`src/rtl/demod_pipe_pkg.sv`:
```
// Shared types and constants for the demodulation segment pipeline.
// Used by the segment window controller and the downstream decode stage.
package demod_pipe_pkg;

    localparam int unsigned DEFAULT_DATA_W  = 32;
    localparam int unsigned DEFAULT_NUM_SEG = 10;

    typedef enum logic [1:0] {
        IDLE = 2'd0,
        FILL = 2'd1,
        FULL = 2'd2
    } seg_state_e;

    // Width of a counter that must represent 0..depth inclusive.
    function automatic int unsigned count_width(input int unsigned depth);
        return $clog2(depth + 1);
    endfunction

endpackage

```
`src/rtl/segment_shift_window.sv`:
```
// NUM_SEG-deep register chain of DATA_W words; tap 0 holds the newest word.
// Synchronous clear has priority over shift.
module segment_shift_window #(
    parameter int unsigned DATA_W  = 32,
    parameter int unsigned NUM_SEG = 10
) (
    input  logic                      clk,
    input  logic                      clear,
    input  logic                      shift_en,
    input  logic [DATA_W-1:0]         din,
    output logic [NUM_SEG*DATA_W-1:0] taps
);

    generate
        if (NUM_SEG == 1) begin : g_single
            always_ff @(posedge clk) begin
                if (clear) begin
                    taps <= '0;
                end else if (shift_en) begin
                    taps <= din;
                end
            end
        end else begin : g_chain
            always_ff @(posedge clk) begin
                if (clear) begin
                    taps <= '0;
                end else if (shift_en) begin
                    taps <= {taps[(NUM_SEG-1)*DATA_W-1:0], din};
                end
            end
        end
    endgenerate

endmodule

```
`src/rtl/demod_segment_window_ctrl.sv`:
```
// Segment window controller: qualified shift window plus fill FSM that
// generates start/valid/busy/done control for the decode stage.
module demod_segment_window_ctrl
    import demod_pipe_pkg::*;
#(
    parameter int unsigned DATA_W        = DEFAULT_DATA_W,
    parameter int unsigned NUM_SEG       = DEFAULT_NUM_SEG,
    parameter int unsigned FILL_THRESH   = 3,
    parameter bit          CLEAR_ON_STOP = 1'b0
) (
    input  logic                                clk,
    input  logic                                reset,
    input  logic                                start,
    input  logic                                in_valid,
    input  logic [DATA_W-1:0]                   input_bit,
    output logic [NUM_SEG*DATA_W-1:0]           segments,
    output logic [count_width(NUM_SEG)-1:0]     fill_count,
    output logic                                valid,
    output logic                                busy,
    output logic                                done
);

    localparam int unsigned CNT_W = count_width(NUM_SEG);
    localparam logic [CNT_W-1:0] SAT = CNT_W'(NUM_SEG);
    localparam logic [CNT_W:0]   THR = (CNT_W + 1)'(FILL_THRESH);

    seg_state_e       state, state_next;
    logic [CNT_W-1:0] count_next;
    logic [CNT_W:0]   count_inc;
    logic             done_next;
    logic             accept;
    logic             win_clear;

    assign accept    = start && in_valid;
    assign win_clear = reset || (CLEAR_ON_STOP && !start);

    segment_shift_window #(
        .DATA_W  (DATA_W),
        .NUM_SEG (NUM_SEG)
    ) u_window (
        .clk      (clk),
        .clear    (win_clear),
        .shift_en (accept),
        .din      (input_bit),
        .taps     (segments)
    );

    always_ff @(posedge clk) begin
        if (reset) begin
            state      <= IDLE;
            fill_count <= '0;
            done       <= 1'b0;
        end else begin
            state      <= state_next;
            fill_count <= count_next;
            done       <= done_next;
        end
    end

    // One extra bit keeps the threshold compare free of wrap when NUM_SEG=1.
    assign count_inc = {1'b0, fill_count} + 1'b1;

    always_comb begin
        state_next = state;
        count_next = fill_count;
        done_next  = 1'b0;
        if (!start) begin
            state_next = IDLE;
            count_next = '0;
        end else begin
            if (accept && fill_count != SAT) begin
                count_next = count_inc[CNT_W-1:0];
            end
            case (state)
                IDLE, FILL: begin
                    state_next = FILL;
                    if (accept && count_inc == THR) begin
                        state_next = FULL;
                        done_next  = 1'b1;
                    end
                end
                FULL:    state_next = FULL;
                default: state_next = IDLE;
            endcase
        end
    end

    assign valid = (state == FULL);
    assign busy  = !valid;

endmodule

```
`config.mk`:
```
export PLATFORM = sky130hd
export DESIGN_NAME = demod_segment_window_ctrl
export DESIGN_NICKNAME = d
export VERILOG_FILES = /design/src/rtl/demod_pipe_pkg.sv /design/src/rtl/segment_shift_window.sv /design/src/rtl/demod_segment_window_ctrl.sv
export SDC_FILE = /design/constraint.sdc
export NUM_CORES = 1
export LEC_CHECK = 0
export ABC_AREA = 0
export BUFFER_PORTS_ARGS = -buffer_cell sky130_fd_sc_hd__buf_2
export CELL_PAD_IN_SITES_DETAIL_PLACEMENT = 0
export CELL_PAD_IN_SITES_GLOBAL_PLACEMENT = 1
export CORE_ASPECT_RATIO = 0.8
export CORE_UTILIZATION = 36
export DETAILED_ROUTE_END_ITERATION = 8
export GPL_TIMING_DRIVEN = 0
export PLACE_DENSITY_LB_ADDON = 0.1
export SLEW_MARGIN = 20
export SYNTH_ARGS = -nofsm -noshare
export SYNTH_HDL_FRONTEND = slang
export SYNTH_SLANG_ARGS = --single-unit
```
`constraint.sdc`:
```
create_clock -name clk -period 1.6 [get_ports clk]
set_input_delay 0.4 -clock clk [delete_from_list [all_inputs] [get_ports clk]]
set_output_delay 0.4 -clock clk [all_outputs]
set_load 0.05 [all_outputs]
```
==> impl_metrics.env <==
export IMPL_path_buf_inv=1
export IMPL_hold_violations=0
export IMPL_clkSlewWorstSetupHoldPaths_ns=0.06
export IMPL_cts_buffer_depth=3
export IMPL_wire_per_inst_um=17.0
export IMPL_ir_drop_v=0.000622
export IMPL_status="complete, no violations"
export IMPL_crit_chain="buf_6"
export IMPL_first_iter_violations=527
export IMPL_setup_viol=0
export IMPL_p_per_area_nw_per_um2=1120
export IMPL_final_area_um2=15300
export IMPL_synth_seq_area_share_pct=57.6
export IMPL_rsz0062_at_grt="false"
export IMPL_skew_ns=0.0158
export IMPL_antenna_cells=0
export IMPL_root_buffer="clkbuf_16"
export IMPL_drt_wl_total_um=38400
export IMPL_final_max_slew_viol_count=0
export IMPL_synth_fp_nets=1466
export IMPL_finalCritPeriodShare_pct=98.1
export IMPL_synth_seq_cells=327
export IMPL_rows=57
export IMPL_syn_area_per_cell_um2=7.97
export IMPL_htree_levels=2
export IMPL_cts_tree="yes"
export IMPL_overflow=0
export IMPL_viasPerCell=4.84
export IMPL_ant_nets=0
export IMPL_grt_pass1_vias=10101
export IMPL_busiest_layer="met1"
export IMPL_cp_start_kind="flip-flop"
export IMPL_cts_sinks=327
export IMPL_cp_slowest_stage_delay_ns=0.46
export IMPL_period_minus_slack_ns=1.57
export IMPL_worstMarginPinSlew_ns=0.985
export IMPL_cap_viol_max_count=0
export IMPL_worstRegToRegCells=4
export IMPL_cp_num_cells=1
export IMPL_synth_cell_types=27
export IMPL_grt_max_degree=14
export IMPL_place_congestion=0.795
export IMPL_fin_nets=1865
export IMPL_path_max_fanout=3
export IMPL_drcViolationCount=0
export IMPL_cp_slowest_cell="dfxtp_1"
export IMPL_drive_gt1_share_pct=26.2
export IMPL_crit_required_ns=1.20
export IMPL_antenna_found_initial=0
export IMPL_crit_type="reg2out"
export IMPL_grt_util_met1_pct=34.5
export IMPL_holdPathStages=3
export IMPL_num_vias=10945
export IMPL_layoutNonFillerInstCount=2261
export IMPL_post_dp_cell_area_um2=13700
export IMPL_met2_usage_pct=33.9
export IMPL_n_fill_cell=3140
export IMPL_syn_cell_area_um2=11400
export IMPL_core_area_um2=30700
export IMPL_cp_end_kind="primary output"
export IMPL_hold_class="in2reg"
export IMPL_die_w_um=201
export IMPL_cts_buffers=36
export IMPL_dr_pass1_iters=5
export IMPL_ios=363
export IMPL_syn_inst=1427
export IMPL_yosysWarnings=0
export IMPL_clk_latency_ns=0.51
export IMPL_grt_usage_pct=23.3
export IMPL_die_h_um=161
export IMPL_dpl_cell_count=2201
export IMPL_grtUsageMet3_pct=5.78
export IMPL_port_buffers=361
export IMPL_worstPathArrival_ns=1.17
export IMPL_slew_headroom_pct=34.3
export IMPL_grt_pass1_wl_um=58800
export IMPL_path_delay_family="flip-flops"
export IMPL_start_util_pct=37.0
export IMPL_dp_hpwl_um=29400
export IMPL_fmax_mhz=637
export IMPL_rrSetupSlack_ns=0.38
export IMPL_cts_setup_buffers=0
export IMPL_fp_dieArea_um2=32300
export IMPL_leakage_uw=0.00614
export IMPL_areaGrowthSynthToFinish_pct=34.6
==> final cells by class <==
type                    instances  area (um2)  share of cell area (%)
flip-flops and latches        327        6560                    42.9
multi-input cells             991        4220                    27.6
clock buffers                  55        1050                    6.89
well taps                     413         517                    3.38
clock inverters                 5        53.8                   0.352
plain buffers                 107         598                    3.91
repair buffers                361        2280                    14.9
inverters                       2        7.51                  0.0491
==> cell usage after synthesis (all sizes together) <==
cell type / n / area [um2]
clkbuf: 51 / 199
nand2: 643 / 2410
xor2: 1 / 8.76
or2: 1 / 6.26
nand2b: 2 / 20.0
nand3: 1 / 5.00
buf: 56 / 398
a32oi: 1 / 8.76
nand3b: 2 / 15.0
o32ai: 1 / 8.76
o21ai: 1 / 5.00
nor2b: 1 / 6.26
inv: 2 / 7.51
nor3: 2 / 10.0
nand4: 1 / 6.26
and2: 2 / 12.5
and3: 1 / 6.26
dfxtp: 327 / 6550
and3b: 1 / 8.76
ha: 3 / 37.5
nor2: 3 / 11.3
a21oi: 323 / 1620
o21ba: 1 / 10.0
==> metrics by stage <==
| step | power [uW] | setup TNS, ns | hold WS [ns] | worst slack [ns] | utilization [%] |
|---|---|---|---|---|---|
| 4_1_cts | 17300 | 0 | 0.101 | 0.000165 | 49.0 |
| 3_5_place_dp | 9390 | -71.91 | 0.444 | -0.589 | 44.5 |
| 2_1_floorplan | 9060 | 0 | 0.494 | 0.0706 | - |
| 6_report | 17100 | 0 | 0.123 | 0.0311 | 49.8 |
| 3_3_place_gp | 9390 | -69.09 | 0.440 | -0.550 | 44.5 |
| 5_1_grt | 17800 | 0 | 0.115 | 0.000262 | 49.8 |
==> sequential cells by signal, summed over array words and instances, names as in the netlist <==
register	cells
fill_count	4
state	2
done	1
u_window.taps	320
==> logic make-up after synthesis <==
kind of cell             share of synthesized area (%)
adder cells (fa/ha/maj)                          0.330
flip-flops                                        57.6
AND/OR/NAND/NOR                                   22.2
XOR/XNOR                                        0.0771
AO/OA/AOI/OAI                                     14.5
buffers and inverters                             5.32
==> metal layers <==
metal | wire length [um] | part of all wire [%]
met1 | 19100 | 50
met2 | 16100 | 42
met3 | 2610 | 6.8
met4 | 579 | 1.5
met5 | 0 | 0
==> power by group <==
group          switching, uW  internal [uW]
Combinational            744            230
Clock                   3230           4680
Sequential              51.1           8200
Total                   4030          13100
==> cell usage in the layout, fill, tap and decap left out, types with 3 or more instances in the layout <==
master	n
clkbuf_8	6
nor2_1	3
clkbuf_4	86
nand2_1	643
dfxtp_2	12
a21oi_1	323
clkinv_2	3
ha_1	3
buf_2	218
clkbuf_1	60
buf_6	25
clkbuf_16	37
dfxtp_1	315
buf_4	90
==> final timing paths <==
check	from	end
min reg2reg	u_window.taps[312]	u_window.taps[312]
max reg2reg	fill_count[0]	state[1]
min	input_bit[3]	u_window.taps[3]
max	u_window.taps[136]	segments[136]
==> repair_timing <==
item / in CTS / in global routing
hold buffers: 0 / 0
gates resized for setup: 101 / 99
setup endpoints to repair: 93 / 96
Note: power is estimated with default switching activity, not from simulation.
